==> config.mk <==
export PLATFORM = sky130hd
export DESIGN_NAME = alu_exec_unit
export DESIGN_NICKNAME = d
export VERILOG_FILES = /design/src/rtl/alu_exec_unit.sv
export SDC_FILE = /design/constraint.sdc
export NUM_CORES = 1
export LEC_CHECK = 0
export ABC_CLOCK_PERIOD_IN_PS = 3600
export CAP_MARGIN = 20
export CORE_ASPECT_RATIO = 1.2
export CORE_MARGIN = 2
export CORE_UTILIZATION = 58
export CTS_BUF_LIST = sky130_fd_sc_hd__clkbuf_8 sky130_fd_sc_hd__clkbuf_16
export DETAILED_ROUTE_END_ITERATION = 8
export PLACE_DENSITY = 0.92
export SYNTH_ARGS = -nofsm -noshare
export SYNTH_HDL_FRONTEND = slang
export SYNTH_SLANG_ARGS = --single-unit
export TNS_END_PERCENT = 100
==> constraint.sdc <==
create_clock -name Clock -period 3.6 [get_ports Clock]
set_input_delay 0.36 -clock Clock [delete_from_list [all_inputs] [get_ports Clock]]
set_output_delay 0.36 -clock Clock [all_outputs]
set_load 0.005 [all_outputs]
==> src/rtl/alu_exec_unit.sv <==
// ALU execution stage with Start/Ready/Done handshake toward the datapath sequencer.
// Define ALU_BARREL_SHIFT_EN for single-cycle SLL/SRA; otherwise shifts run 1 bit per cycle.
module alu_exec_unit #(
  parameter int WIDTH   = 16,
  parameter int SHAMT_W = 4
) (
  input  logic             Clock,
  input  logic             Reset,
  input  logic             Start,
  input  logic [3:0]       ALUCtrl,
  input  logic [WIDTH-1:0] A,
  input  logic [WIDTH-1:0] B,
  output logic             Ready,
  output logic             Done,
  output logic [WIDTH-1:0] Result,
  output logic             Zero,
  output logic             Overflow,
  output logic             Invalid
);

  localparam logic [1:0] IDLE  = 2'd0;
`ifndef ALU_BARREL_SHIFT_EN
  localparam logic [1:0] SHIFT = 2'd1;
`endif
  localparam logic [1:0] DONE  = 2'd2;

  localparam logic [3:0] OP_AND = 4'b0000;
  localparam logic [3:0] OP_OR  = 4'b0010;
  localparam logic [3:0] OP_XOR = 4'b0011;
  localparam logic [3:0] OP_ADD = 4'b0100;
  localparam logic [3:0] OP_SUB = 4'b1100;
  localparam logic [3:0] OP_SLT = 4'b0001;
  localparam logic [3:0] OP_SLL = 4'b0110;
  localparam logic [3:0] OP_SRA = 4'b0111;

  logic [1:0]         state;
  logic [WIDTH-1:0]   sum;
  logic [WIDTH-1:0]   diff;
  logic [WIDTH-1:0]   op_res;
  logic               op_ovf;
  logic               op_valid;
  logic [SHAMT_W-1:0] shamt;

  assign shamt = B[SHAMT_W-1:0];
  assign sum   = A + B;
  assign diff  = A - B;
  assign Ready = (state == IDLE);
  assign Done  = (state == DONE);

  always_comb begin
    op_res   = '0;
    op_ovf   = 1'b0;
    op_valid = 1'b1;
    case (ALUCtrl)
      OP_AND: op_res = A & B;
      OP_OR:  op_res = A | B;
      OP_XOR: op_res = A ^ B;
      OP_ADD: begin
        op_res = sum;
        op_ovf = (A[WIDTH-1] == B[WIDTH-1]) && (sum[WIDTH-1] != A[WIDTH-1]);
      end
      OP_SUB: begin
        op_res = diff;
        op_ovf = (A[WIDTH-1] != B[WIDTH-1]) && (diff[WIDTH-1] != A[WIDTH-1]);
      end
      OP_SLT: op_res[0] = ($signed(A) < $signed(B));
`ifdef ALU_BARREL_SHIFT_EN
      OP_SLL: op_res = A << shamt;
      OP_SRA: op_res = $unsigned($signed(A) >>> shamt);
`else
      // Zero-distance shifts finish immediately with A; longer ones go to SHIFT.
      OP_SLL: op_res = A;
      OP_SRA: op_res = A;
`endif
      default: op_valid = 1'b0;
    endcase
  end

`ifndef ALU_BARREL_SHIFT_EN
  logic [WIDTH-1:0]   acc;
  logic [WIDTH-1:0]   next_acc;
  logic [SHAMT_W-1:0] count;
  logic               sra_op;
  logic               start_shift;

  assign start_shift = ((ALUCtrl == OP_SLL) || (ALUCtrl == OP_SRA)) && (shamt != '0);
  assign next_acc    = sra_op ? {acc[WIDTH-1], acc[WIDTH-1:1]} : {acc[WIDTH-2:0], 1'b0};
`endif

  always_ff @(posedge Clock) begin
    if (Reset) begin
      state    <= IDLE;
      Result   <= '0;
      Zero     <= 1'b1;
      Overflow <= 1'b0;
      Invalid  <= 1'b0;
`ifndef ALU_BARREL_SHIFT_EN
      acc      <= '0;
      count    <= '0;
      sra_op   <= 1'b0;
`endif
    end else begin
      case (state)
        IDLE: begin
          if (Start) begin
            Invalid <= ~op_valid;
`ifndef ALU_BARREL_SHIFT_EN
            if (start_shift) begin
              acc    <= A;
              count  <= shamt;
              sra_op <= (ALUCtrl == OP_SRA);
              state  <= SHIFT;
            end else
`endif
            begin
              Result   <= op_res;
              Zero     <= (op_res == '0);
              Overflow <= op_ovf;
              state    <= DONE;
            end
          end
        end
`ifndef ALU_BARREL_SHIFT_EN
        SHIFT: begin
          acc   <= next_acc;
          count <= count - SHAMT_W'(1);
          if (count == SHAMT_W'(1)) begin
            Result   <= next_acc;
            Zero     <= (next_acc == '0);
            Overflow <= 1'b0;
            state    <= DONE;
          end
        end
`endif
        DONE:    state <= IDLE;
        default: state <= IDLE;
      endcase
    end
  end

endmodule

# After elaboration in Yosys (flattened, before gate mapping)
# Cells that the tools add are included.
# op_classes
n_addsub,3
mul,0
div,0
order_cmp,1
eq_ne,18
shift,0
muxes,27
bitwise,4
n_reduce_logical,17
# ops
cell,n
16-bit 2-to-1 mux,6
15-bit case mux with 6 select lines,1
16-bit case mux with 2 select lines,2
16-bit zero test,2
16-bit adder,1
16-bit bitwise AND,1
16-bit less-than comparator,1
16-bit OR,1
16-bit subtractor,1
16-bit XOR,1
4-bit by 3-bit == test with 1-bit output (second input constant),3
4-bit by 1-bit == test with 1-bit output (second input constant),2
4-bit by 2-bit == test with 1-bit output (second input constant),2
4-bit 2-to-1 mux,2
4-bit case mux with 2 select lines,1
8-bit OR reduction,1
1-bit 2-to-1 mux,7
1-bit case mux with 7 select lines,1
2-bit 2-to-1 mux,3
2-bit inequality test (second input constant),3
1-bit case mux with 2 select lines,3
3-bit AND reduction,2
4-bit == test (second input constant),1
4-bit zero test,1
16 further kinds,21
# totals
ff_bits,42
latchBits,0
ramBits,0
romBits,0
output_inout_bits,21
wordCells,78
mem_count,0

# Longest topological paths before layout
# Gate-level depths: netlist of run 1.
# logic_depth
depth_word,7
ltp_mapped,12
ltp_nobuf,12

# Least setup slack after synthesis of run 1
# OpenSTA, ideal clock, no wires.
# synth_path
path_kind,input to register
startpoint,in A[1]
endpoint,reg Zero
setup_time_ns,0.069
arrival_ns,3.244
required_ns,3.531
path_slack_ns,0.287
path_stages,11
path_buffers,0
path_cell_list,inv_1 ha_1 o21ba_2 or4_4 a311oi_4 nor3_2 o41ai_2 nand2_1 or4_1 or4_1 o21ai_1
# synth_between
elab_chain_len,6
elab_cells_between_ends,12
classes_between,add/sub (2); order compare (1); mux (5); bitwise (3); reduce/logical (1)
# synth_lines
item,line,text
start: declaration,11,"input logic [WIDTH-1:0] A,"
16-bit subtractor (tied with other cells),46,assign diff = A - B;
15-bit case mux with 6 select lines or 1-bit case mux with 7 select lines (tied branches),54,case (ALUCtrl)
16-bit zero test (*),117,Zero <= (op_res == '0);
1-bit 2-to-1 mux (*),108,if (start_shift) begin
1-bit 2-to-1 mux (*),105,if (Start) begin
1-bit case mux with 2 select lines (*),103,case (state)
end signal: assignment,117,
end signal: assignment,129,Zero <= (next_acc == '0);
end: declaration,16,"output logic Zero,"
# Every way passes the cells marked *; elsewhere a longest branch is shown, timed or not. The select of a mux whose other input is x is not followed.
# A chain may end at the register's enable or synchronous reset.

# Worst setup path after layout of run 1
# layout_path
startpoint,in ALUCtrl[3]
endpoint,reg Zero
# layout_between
elab_chain_len,7
elab_cells_between_ends,19
classes_between,eq/ne (8); mux (5); reduce/logical (6)
# layout_lines
item,line,text
start: declaration,10,"input logic [3:0] ALUCtrl,"
4-bit by 3-bit == test with 1-bit output,"54, 86",
2-bit OR reduction (no source line),n/a,
1-bit case mux with 7 select lines or 15-bit case mux with 6 select lines (tied branches),54,
16-bit zero test,117,
1-bit 2-to-1 mux,108,
1-bit 2-to-1 mux,105,
1-bit case mux with 2 select lines,103,
# Parallel ways exist; a longest one is shown, timed or not. The select of a mux whose other input is x is not followed.

==> results of run 1 <==
state kept, by name (all words and copies together), names as in the netlist:
register,cells
count,4
Overflow,1
Zero,1
state,2
Result,16
acc,16
Invalid,1
sra_op,1
repair_timing:
item / 4_1_cts / 5_1_grt
endpoints found under the hold margin: 0 / 0
endpoints found under the setup margin: 1 / 4
resized for setup: 12 / 40
cloned: 0 / 0
pin swaps: 7 / 12
setup buffers: 8 / 2
Yosys cell counts (3+ instances only):
cell,count,area share [%]
nor2_1,81,6.2
a21oi_1,68,6.9
nand2_1,65,5.0
ha_1,57,15
inv_1,51,3.9
dfxtp_1,42,17
clkbuf_1,36,2.8
o21ai_0,32,3.3
mux2i_1,18,3.7
nor3_1,18,1.8
o211ai_1,16,2.4
a211oi_1,14,2.1
a31oi_1,13,1.7
nand3_1,12,1.2
nor2b_1,10,1.3
a22oi_1,9,1.4
a21o_1,7,1.1
nand2b_1,7,0.89
nor4_1,7,0.89
nor3b_1,6,0.92
a221oi_1,5,0.89
nand4_1,5,0.64
o21a_1,5,0.76
o21bai_1,5,0.76
xnor2_1,5,0.89
a311oi_1,4,0.71
buf_1,4,0.31
buf_2,4,0.41
nor4b_1,4,0.71
o31ai_1,4,0.61
or3_1,4,0.51
and2_1,3,0.38
o2111ai_1,3,0.54
o311ai_0,3,0.54
o31a_1,3,0.54
or4_1,3,0.46
final timing paths:
check,from,end,slack [ns]
worst min-delay path,Result[1],Result[1],0.46
worst max register to register,count[0],Zero,0.92
worst min register to register,Result[1],Result[1],0.46
worst max-delay path,ALUCtrl[3],Zero,-0.002
layout make-up:
| type | instances | area [sq um] |
|---|---|---|
| clock inverters | 2 | 60.1 |
| flip-flops and latches | 42 | 841 |
| repair buffers | 177 | 1510 |
| clock buffers | 6 | 82.6 |
| inverters | 51 | 191 |
| well taps | 114 | 143 |
| multi-input cells | 552 | 3890 |
| fillers | 445 | 1440 |
cells by family after synthesis:
logic type / Yosys count / synth area share, %
simple gates: 240 / 23.3
compound gates: 229 / 31.7
buf+inv: 97 / 7.75
fa+ha+maj: 59 / 15.3
flops: 42 / 17.1
mux: 19 / 3.90
xor+xnor: 5 / 0.892
through the flow:
step	instance area [sq um]	util (%)	hold WS (ns)	setup TNS (ns)	worst slack, ns
finish	6710	82.3	0.457	-0.00153	-0.00153
detailed placement	6270	76.9	0.447	-0.792	-0.476
CTS	6520	79.9	0.458	0	0.0180
global placement	6270	76.9	0.438	-0.394	-0.363
floorplan	4910	-	0.444	0	0.287
global route	6710	82.3	0.469	-0.159	-0.117
routing by layer:
layer  vias up  global-route usage (%)
met3       281                    8.61
met2       728                    65.7
met1      2959                    47.1
li1       2792                       -
met4         2                    28.8
met5         -                       0
where the power goes:
part	switching (mW)	internal (mW)	total, mW
Combinational	0.462	0.375	0.837
Clock	0.182	0.296	0.478
Sequential	0.0244	0.490	0.514
Total	0.668	1.16	1.83
worst register-to-register path, stage by stage (launching register included):
cell,delay (ns)
dfxtp_1,0.42
ha_1,0.23
nand3_1,0.13
a21oi_1,0.29
nor2_1,0.11
nor4b_2,0.24
nand4b_1,0.15
or4_1,0.42
or4_1,0.50
o21ai_2,0.14
==> reports/results.md, run 1 <==
| Stage | Result | Value |
| --- | --- | --- |
| status | Result of the run | complete, but fails checks |
| status | Violations in the final reports | design-rule violations, negative setup slack |
| logic synthesis | Synth Register Bits | 42 |
| clock network | Number of CTS-inserted buffers | 5 |
| finish | Commonest non-fill, non-tap cells in the layout | buf_4, nor2_1, a21oi_1 |
| run | Maximum Capacitance Violations | 0 |
| route | Highest metal layer used by the detailed router | met5 |
| logic synthesis | Summed instance area of the synthesized netlist | 0.00491 sq mm |
| route | Count of antenna-violating nets left after detailed routing | 0 |
| finish | Final cell count without fillers | 944 |
| finish | Most common cell after layout, fill and taps aside | buf_4 |
| finish | Total Nets Final | 927 |
| die | IO Pins | 60 |
| power and ir drop | Power, Total | 1.83 mW |
| logic synthesis | Post-synthesis cell type count | 75 |
| critical path | Number of stages on the worst setup path | 12 |
| route | Detailed-routed wire length on met3 | 2750 um |
| timing | Endpoints failing setup | 1 |
| critical path | Category of the most critical setup path | primary input to flop |
| route | Routed wire length per instance | 21.8 um |
| worst hold path | Worst Hold Class | flop to flop |
| grt | Overall fraction of global-route tracks in use | 40.9% |
| power and ir drop | IR drop worst, VDD | 152 uV |
| placement | Post-DP HPWL | 13,700 um |
| die | Horizontal extent of the die | 88.0 um |
| die | Std cell rows | 36 |
| clock network | Insertion delay of the later-clocked pin in the worst-skew pair | 0.32 ns |
| critical path | Gate family responsible for the most delay along the worst path | simple AND/OR/NAND/NOR gates |
| timing | Period utilisation layout | 100% |
| placement | IO buf count | 59 |
| critical path | Category of the worst setup path launch point | primary input |
| critical path | Critical-path cell list | clkdlybuf4s50_1 -> buf_4 -> nor3b_1 -> and2_1 -> buf_4 -> nor3b_1 -> a22oi_1 -> nor2_1 -> nand4b_1 -> or4_1 -> or4_1 -> o21ai_2 |
| critical path | Worst-path fanout max | 8 |
| route | 1st-pass router iterations | 9 |
| route | DR vias/cell | 7.16 |
| route | Vias after detailed routing | 6,762 |
| clock network | Clock sink count | 42 |
| critical path | Worst path slowest cell | clkdlybuf4s50_1 |
| clock network | Clock tree from TritonCTS | done |
| critical path | Kind of capture point of the worst setup path | flop |
| critical path | Required time worst endpoint | 3.86 ns |
| critical path | Worst Reg2Reg Path Length in Cells | 9 |
| grt | Maximum number of pins on one net before global-route repair | 28 |
| grt | Global-route congestion overflow total | 0 |
| logic synthesis | Syn_nets | 789 |
| die | Die Outline Area | 0.00922 sq mm |
| power and ir drop | PD cells | 272 mW/mm^2 |
| finish | Area added between synthesis and finish | 36.7% |
| route | Detailed Route Iter0 Violations | 1,179 |
| clock network | Clock transition at path regs | 0.10 ns |
| grt | Number of global-route vias before repair | 6,396 |
| timing | Final critical-path required period | 3.60 ns |
| critical path | Biggest cell delay along the critical path | 0.72 ns |
| logic synthesis | Async set or reset register ratio after synthesis | 0% |
| timing | Fmax achieved | 0.278 GHz |
| critical path | Crit path buffers/inverters | 3 |
| timing | Setup Skew | 0.0146 ns |
| placement | Number of instances in the placed design | 925 |
| timing | Slew at the pin closest to its max-slew limit | 1.06 ns |
| logic synthesis | Register area share after synthesis | 17.1% |
| clock network | Hold buffer count at CTS | 0 |
| clock network | Cell at the root of the clock tree | clkbuf_8 |
| placement | Routability congestion estimate | 1.06 |
| logic synthesis | Post-synth EDFFs | 0 |
| finish | Fraction of final layout cells sized beyond drive strength 1 | 20.7% |
| logic synthesis | Syn avg cell area | 7.11 sq um |
| timing | Final Hold Fails | 0 |
| die | Starting utilization of the core area | 60.2% |
| logic synthesis | Gate count of the mapped netlist | 691 |
| grt | Number of antenna violations at the first check in global routing | 1 |
| logic synthesis | Yosys warnings | 0 |
| die | Placeable Area | 0.00815 sq mm |
| logic synthesis | Dominant register cell in the synthesized netlist | dfxtp_1 |
| route | Remaining DRCs | 7 |
| clock network | Clock Path Buffers | 2 |
| critical path | Critical path arrival | 3.86 ns |
| finish | Count of antenna diodes in the layout | 0 |
| grt | First-pass GRT wire length | 30,300 um |
| die | Die Span Y | 105 um |
| timing | Final slew viol count | 0 |
| worst hold path | Hold path cells | 2 |
| clock network | Number of H-tree branching levels | 2 |
| power and ir drop | Static leakage power | 2.85 nW |
| route | Met2 WL post-DR | 8980 um |
| route | Routed Wire Length | 20,600 um |
| route | Met1 Wirelength | 6760 um |
| timing | Normalized max-slew margin | 29.3% |
| timing | Final worst slack | -0.00153 ns |
No activity file was read; power rests on OpenSTA's default activity.
==> run 2: changes to the inputs <==
--- a/config.mk
+++ b/config.mk
@@ -9,10 +9,10 @@
 export CAP_MARGIN = 20
 export CORE_ASPECT_RATIO = 1.2
 export CORE_MARGIN = 2
-export CORE_UTILIZATION = 58
-export CTS_BUF_LIST = sky130_fd_sc_hd__clkbuf_8 sky130_fd_sc_hd__clkbuf_16
+export CORE_UTILIZATION = 55
+export CTS_BUF_LIST = sky130_fd_sc_hd__clkbuf_8
 export DETAILED_ROUTE_END_ITERATION = 8
-export PLACE_DENSITY = 0.92
+export PLACE_DENSITY = 0.88
 export SYNTH_ARGS = -nofsm -noshare
 export SYNTH_HDL_FRONTEND = slang
 export SYNTH_SLANG_ARGS = --single-unit
==> run 2 against run 1 <==
The run now ends clean. Cell area shrank 1.5%. Clock-buffer cell count unchanged. Largest power group unchanged. Largest cell class unchanged. Sequential share of layout area is 0.20 points higher. Clock skew fell by 0.012 ns. Sequential power is essentially flat. Worst hold slack gained 0.023 ns.
==> reports/results.md, run 2 (synthesized netlist as in run 1, its figures left out) <==
| Stage | Result | Value | vs previous |
| --- | --- | --- | --- |
| clock network | Hold buffer count at CTS | 0 | unchanged |
| timing | Slew at the pin closest to its max-slew limit | 1.08 ns | +0.0229 ns |
| timing | Fmax achieved | 0.285 GHz | +2.5% |
| grt | Global-route congestion overflow total | 0 | unchanged |
| placement | Routability congestion estimate | 1.04 | -2.0% |
| finish | Leading registers by flop count | Result (16), acc (16), count (4) |  |
| route | Remaining DRCs | 0 | -7 |
| finish | Number of filler cells placed in the layout | 641 | +44% |
| critical path | Worst path slowest cell | or4_4 |  |
| placement | IO buf count | 59 | unchanged |
| timing | Period utilisation layout | 97.6% | -2.5 points |
| clock network | Clock transition at path regs | 0.08 ns | -0.02 ns |
| finish | Area added between synthesis and finish | 34.6% |  |
| route | 1st-pass router iterations | 6 | -3 |
| critical path | Worst reg2reg startpoint | count[2] |  |
| critical path | Category of the worst setup path launch point | primary input |  |
| die | Std cell rows | 37 | +2.8% |
| worst hold path | Worst Hold Class | flop to flop |  |
| critical path | Category of the most critical setup path | primary input to flop |  |
| grt | Number of global-route vias before repair | 6,077 | -5.0% |
| critical path | Kind of capture point of the worst setup path | flop |  |
| die | IO Pins | 60 | unchanged |
| timing | Final slew viol count | 0 | unchanged |
| critical path | Critical path arrival | 3.75 ns | -0.11 ns |
| critical path | Critical Path Most Common Cell | or4_1 |  |
| die | Die Outline Area | 0.00970 sq mm | +5.2% |
| placement | Setup slack at placement | -0.345 ns | +0.131 ns |
| clock network | Insertion delay of the later-clocked pin in the worst-skew pair | 0.30 ns | -0.02 ns |
| status | Result of the run | finished, final reports clean |  |
| critical path | Endpoint of the worst register-to-register path | Zero |  |
| timing | Final Hold Fails | 0 | unchanged |
| grt | Number of antenna violations at the first check in global routing | 0 | -1 |
| die | Placeable Area | 0.00861 sq mm | +5.6% |
| critical path | Worst R2R Setup Slack | 1.13 ns | +0.21 ns |
| power and ir drop | Switching Share | 37.7% | +1.2 points |
| power and ir drop | Cell internal pwr | 1.01 mW | -13% |
| timing | Normalized max-slew margin | 27.5% | -1.8 points |
| timing | Setup Skew | 0.00265 ns | -0.0119 ns |
| die | Starting utilization of the core area | 57.0% | -3.2 points |
| worst hold path | Hold_sp | count[1] |  |
| finish | Final cell count without fillers | 954 | +1.1% |
| power and ir drop | PD cells | 245 mW/mm^2 | -10% |
| die | Horizontal extent of the die | 90.3 um | +2.6% |
| route | Vias after detailed routing | 6,164 | -8.8% |
| power and ir drop | Part of the power in combinational logic | 49.1% | +3.4 points |
| clock network | Number of CTS-inserted buffers | 5 | unchanged |
| clock network | Clock tree from TritonCTS | done |  |
| critical path | Worst Reg2Reg Path Length in Cells | 9 | unchanged |
| finish | Commonest non-fill, non-tap cells in the layout | buf_4, nor2_1, a21oi_1 |  |
| finish | Total Nets Final | 936 | +0.97% |
| power and ir drop | Sequential group share of total power | 31.8% | +3.7 points |
| route | Count of antenna-violating nets left after detailed routing | 0 | unchanged |
| worst hold path | Worst hold endpoint | count[1] |  |
| power and ir drop | NetSw | 610 uW | -8.7% |
| grt | First-pass GRT wire length | 30,000 um | -0.96% |
| route | DR vias/cell | 6.46 | -9.8% |
| placement | Post-DP HPWL | 14,900 um | +9.1% |
| finish | Fraction of final layout cells sized beyond drive strength 1 | 19.8% | -0.89 points |
| die | Die Span Y | 108 um | +2.6% |
| critical path | Launch point of the critical path | A[0] |  |
| clock network | Clock Path Buffers | 2 | unchanged |
| timing | Minimum hold slack | 0.479 ns | +0.0225 ns |
| finish | Count of antenna diodes in the layout | 0 | unchanged |
| clock network | Cell at the root of the clock tree | clkbuf_8 |  |
| run | Maximum Capacitance Violations | 0 | unchanged |
| clock network | Number of H-tree branching levels | 2 | unchanged |
| power and ir drop | Static leakage power | 2.81 nW | -1.6% |
| route | Detailed Route Iter0 Violations | 625 | -47% |
| route | Routed Wire Length | 19,500 um | -5.1% |
| critical path | Biggest cell delay along the critical path | 0.53 ns | -0.19 ns |
| grt | Overall fraction of global-route tracks in use | 38.6% | -2.4 points |
| timing | Final critical-path required period | 3.51 ns | -0.0886 ns |
| timing | Final worst slack | 0.0871 ns | +0.0886 ns |
| finish | Most common cell after layout, fill and taps aside | buf_4 |  |
| timing | Endpoints failing setup | 0 | -1 |
| worst hold path | Hold path cells | 2 | unchanged |
| critical path | Required time worst endpoint | 3.83 ns | -0.03 ns |
| route | Routed wire length per instance | 20.5 um | -6.1% |
| grt | Maximum number of pins on one net before global-route repair | 30 | +7.1% |
| power and ir drop | Share of power burned in the clock network | 19.0% | -7.1 points |
| critical path | Critical-path cell list | clkdlybuf4s50_1 -> inv_2 -> ha_2 -> o21ba_2 -> or4_4 -> a311oi_4 -> nor3_2 -> o41ai_2 -> nand2_1 -> or4_1 -> or4_1 -> o21ai_1 |  |
| clock network | Clock sink count | 42 | unchanged |
| power and ir drop | IR drop worst, VDD | 135 uV | -11% |
| power and ir drop | Power, Total | 1.62 mW | -12% |
| placement | Number of instances in the placed design | 948 | +2.5% |
| critical path | Worst-path fanout max | 3 | -5 |
[run 2: layer usage]
metal | vias to the layer above | global-route usage (%) | wire length (um)
met5 | - | 0 | 0
met4 | 0 | 25.4 | 1390
met3 | 122 | 3.71 | 1670
met2 | 409 | 66.4 | 9250
met1 | 2823 | 45.8 | 7240
li1 | 2810 | - | -
[run 2: power groups by stage]
stage	sequential (mW)	clock (mW)	combinational (mW)
2_1_floorplan	0.517	0	0.387
3_3_place_gp	0.520	0	0.735
3_5_place_dp	0.522	0	0.751
4_1_cts	0.512	0.302	0.761
5_1_grt	0.515	0.320	0.844
6_report	0.514	0.308	0.794
[run 2: stage by stage]
| step | util (%) | TNS [ns] | cell area (sq um) |
|---|---|---|---|
| CTS | 75.9 | 0 | 6540 |
| floorplan | - | 0 | 4910 |
| global placement | 74.7 | -0.541 | 6440 |
| detailed placement | 74.7 | -0.909 | 6440 |
| global route | 76.8 | -0.0175 | 6610 |
| finish | 76.8 | 0 | 6610 |
[run 2: timing repair]
item | 4_1_cts | 5_1_grt
pin swaps | 0 | 11
setup endpoints to repair | 1 | 3
setup buffers | 0 | 1
gates resized for setup | 3 | 21
[run 2: worst max-delay path: cells and delay by family]
| family | cells | cell delay [ns] |
|---|---|---|
| and+or+nand+nor | 5 | 1.73 |
| AOI/OAI and AO/OA | 4 | 0.93 |
| adders and majority gates | 1 | 0.18 |
| buffers and inverters | 2 | 0.56 |
[run 2: worst max path at each step]
| stage | cells after the start | slack [ns] | to |
|---|---|---|---|
| 2_1_floorplan | 11 | 0.29 | Zero |
| 3_3_place_gp | 14 | -0.31 | Zero |
| 3_5_place_dp | 15 | -0.34 | Zero |
| 4_1_cts | 12 | 0.009 | Zero |
| 5_1_grt | 12 | -0.02 | Zero |
| 6_report | 12 | 0.09 | Zero |
[run 2: cell type report]
cell class,count,area (sq um),area share [%]
Clock buffer,6,82.6,1.25
Tap cell,117,146,2.22
Inverter,51,191,2.90
Timing Repair Buffer,186,1580,23.9
Multi-Input combinational cell,552,3770,57.0
Sequential cell,42,841,12.7
==> run 3: changes to the inputs <==
--- a/config.mk
+++ b/config.mk
@@ -12,6 +12,7 @@
 export CORE_UTILIZATION = 55
 export CTS_BUF_LIST = sky130_fd_sc_hd__clkbuf_8
 export DETAILED_ROUTE_END_ITERATION = 8
+export GPL_TIMING_DRIVEN = 0
 export PLACE_DENSITY = 0.88
 export SYNTH_ARGS = -nofsm -noshare
 export SYNTH_HDL_FRONTEND = slang
==> run 3 against run 2 <==
Power is 3.6% lower. Worst hold slack worse by 0.022 ns. Clock skew rose by 0.0045 ns. Cell count is 7.4% lower. Cell area is 9.4% lower. Largest cell class unchanged. Utilization decreased by 7.2 points.
==> reports/results.md, run 3 (synthesized netlist as in run 1, its figures left out) <==
| Stage | Result | Value | vs previous |
| --- | --- | --- | --- |
| status | Result of the run | finished, final reports clean |  |
| worst hold path | Hold_sp | Reset |  |
| critical path | Worst R2R Setup Slack | 1.01 ns | -0.12 ns |
| clock network | Cell at the root of the clock tree | clkbuf_8 |  |
| critical path | Critical Path Most Common Cell | or4_1 |  |
| finish | Leading registers by flop count | Result (16), acc (16), count (4) |  |
| critical path | Biggest cell delay along the critical path | 0.58 ns | +0.05 ns |
| critical path | Critical path arrival | 3.76 ns | about the same |
| critical path | Gate family responsible for the most delay along the worst path | simple AND/OR/NAND/NOR gates |  |
| clock network | Number of CTS-inserted buffers | 5 | unchanged |
| worst hold path | Hold path cells | 2 | unchanged |
| grt | Global-route congestion overflow total | 0 | unchanged |
| die | IO Pins | 60 | unchanged |
| timing | Fmax achieved | 0.284 GHz | -0.22% |
| route | 1st-pass router iterations | 6 | unchanged |
| timing | Slew at the pin closest to its max-slew limit | 0.668 ns | -0.416 ns |
| die | Std cell rows | 37 | unchanged |
| critical path | Kind of capture point of the worst setup path | flop |  |
| die | Die Span Y | 108 um | unchanged |
| route | Detailed Route Iter0 Violations | 606 | -3.0% |
| finish | Final core utilization | 69.5% | -7.2 points |
| timing | Setup Skew | 0.00712 ns | +0.00447 ns |
| timing | Final Hold Fails | 0 | unchanged |
| timing | Normalized max-slew margin | 55.4% | +28 points |
| finish | Most common cell after layout, fill and taps aside | nor2_1 |  |
| grt | First-pass GRT wire length | 27,600 um | -8.0% |
| die | Starting utilization of the core area | 57.0% | unchanged |
| power and ir drop | Static leakage power | 2.38 nW | -15% |
| clock network | Clock tree from TritonCTS | done |  |
| critical path | Worst Reg2Reg Path Length in Cells | 9 | unchanged |
| clock network | Clock Path Buffers | 2 | unchanged |
| timing | Period utilisation layout | 97.8% | +0.22 points |
| finish | Area occupied by registers | 841 sq um | unchanged |
| grt | Number of global-route vias before repair | 5,534 | -8.9% |
| critical path | Category of the worst setup path launch point | primary input |  |
| grt | Maximum number of pins on one net before global-route repair | 14 | -53% |
| grt | Met1 Use GR | 42.7% | -3.1 points |
| route | Routed wire length per instance | 19.9 um | -2.9% |
| die | Die Outline Area | 0.00970 sq mm | unchanged |
| power and ir drop | PD cells | 260 mW/mm^2 | +6.4% |
| run | Maximum Capacitance Violations | 0 | unchanged |
| clock network | Insertion delay of the later-clocked pin in the worst-skew pair | 0.30 ns | about the same |
| finish | Number of filler cells placed in the layout | 769 | +20% |
| route | Remaining DRCs | 0 | unchanged |
| timing | Final slew viol count | 0 | unchanged |
| timing | Endpoints failing setup | 0 | unchanged |
| finish | Total Nets Final | 863 | -7.8% |
| placement | Post-DP HPWL | 13,400 um | -11% |
| finish | Count of antenna diodes in the layout | 0 | unchanged |
| worst hold path | Worst hold endpoint | acc[0] |  |
| timing | Final worst slack | 0.0793 ns | -0.00778 ns |
| die | Placeable Area | 0.00861 sq mm | unchanged |
| grt | GR met3 Demand/Resource | 3.50% | -0.21 points |
| grt | Global routing's busiest layer | met2 |  |
| die | Horizontal extent of the die | 90.3 um | unchanged |
| grt | M2 GR Usage | 62.0% | -4.5 points |
| route | Routed Wire Length | 17,600 um | -10% |
| placement | Setup slack at placement | -0.962 ns | -0.618 ns |
| timing | Final critical-path required period | 3.52 ns | +0.00778 ns |
| clock network | Clock transition at path regs | 0.08 ns | about the same |
| critical path | Critical-path cell list | dlygate4sd2_1 -> ha_1 -> o21ba_2 -> or4_4 -> nand3_2 -> mux2i_1 -> o2111ai_2 -> or3_1 -> or4_1 -> or4_1 -> o21ai_1 |  |
| route | Count of antenna-violating nets left after detailed routing | 0 | unchanged |
| finish | Commonest non-fill, non-tap cells in the layout | nor2_1, a21oi_1, nand2_1 |  |
| finish | Fraction of final layout cells sized beyond drive strength 1 | 9.92% | -9.9 points |
| finish | Area added between synthesis and finish | 22.0% |  |
| finish | Total area of multi-input combinational cells | 0.00386 sq mm | +2.4% |
| clock network | Number of H-tree branching levels | 2 | unchanged |
| critical path | Worst reg2reg startpoint | count[0] |  |
| critical path | Endpoint of the worst register-to-register path | Zero |  |
| route | Vias after detailed routing | 5,808 | -5.8% |
| route | DR vias/cell | 6.58 | +1.8% |
| critical path | Worst-path fanout max | 6 | +3 |
| clock network | Clock sink count | 42 | unchanged |
| critical path | Worst path slowest cell | or4_4 |  |
| placement | IO buf count | 58 | -1.7% |
| placement | Routability congestion estimate | 1.03 | -0.86% |
| grt | Number of antenna violations at the first check in global routing | 0 | unchanged |
| critical path | Required time worst endpoint | 3.83 ns | about the same |
| grt | Overall fraction of global-route tracks in use | 35.1% | -3.5 points |
| critical path | Category of the most critical setup path | primary input to flop |  |
| power and ir drop | IR drop worst, VDD | 149 uV | +10% |
| critical path | Crit path buffers/inverters | 1 | -1 |
| worst hold path | Worst Hold Class | primary input to flop |  |
## run 3: through the flow
stage	setup TNS [ns]	power, mW	instances	cell area (sq um)	hold WS, ns
global placement	-3.07	1.11	866	5640	0.441
detailed placement	-3.09	1.13	868	5660	0.452
floorplan	0	0.904	691	4910	0.444
CTS	0	1.52	881	5930	0.432
finish	0	1.56	883	5990	0.457
global route	-0.0814	1.63	883	5990	0.464
## run 3: power by group
part / total, mW / internal [mW] / leakage (nW) / switching (mW)
sequential: 0.512 / 0.490 / 0.342 / 0.0221
combinational: 0.671 / 0.273 / 1.98 / 0.398
clock: 0.376 / 0.204 / 0.0579 / 0.172
total: 1.56 / 0.967 / 2.38 / 0.592
## run 3: worst reg2reg max path, stage by stage (launching register included)
cell	delay, ns
dfxtp_1	0.42
ha_1	0.20
nand3_1	0.11
a21oi_1	0.29
nor2_1	0.09
nor4b_1	0.26
nand4b_1	0.13
or4_1	0.43
or4_1	0.49
o21ai_1	0.12
## run 3: area by class of cell
| type | instances | area share (%) |
|---|---|---|
| clock inverters | 3 | 0.669 |
| repair buffers | 70 | 10.7 |
| flip-flops and latches | 42 | 14.0 |
| well taps | 117 | 2.44 |
| plain buffers | 43 | 3.28 |
| multi-input cells | 552 | 64.4 |
| clock buffers | 5 | 1.15 |
| inverters | 51 | 3.28 |
## run 3: what timing repair did
action                                  CTS  global route
buffers inserted                          6             4
hold buffers                              0             0
endpoints found under the setup margin    3             1
pin swaps                                 9            10
resized for setup                        42            44
## run 3: worst max-delay path by stage
stage	slack, ns	endpoint	startpoint	cells past startpoint
6_report	0.08	Zero	B[0]	11
5_1_grt	-0.08	Zero	ALUCtrl[2]	11
4_1_cts	0.002	Zero	B[5]	13
3_5_place_dp	-0.96	Zero	A[2]	12
3_3_place_gp	-0.98	Zero	A[2]	12
2_1_floorplan	0.29	Zero	A[1]	11
## run 3: metal layers
metal | vias up | routed length [um]
met1 | 2706 | 6700
met4 | 0 | 862
met3 | 80 | 1580
li1 | 2663 | -
met2 | 359 | 8430
met5 | - | 0
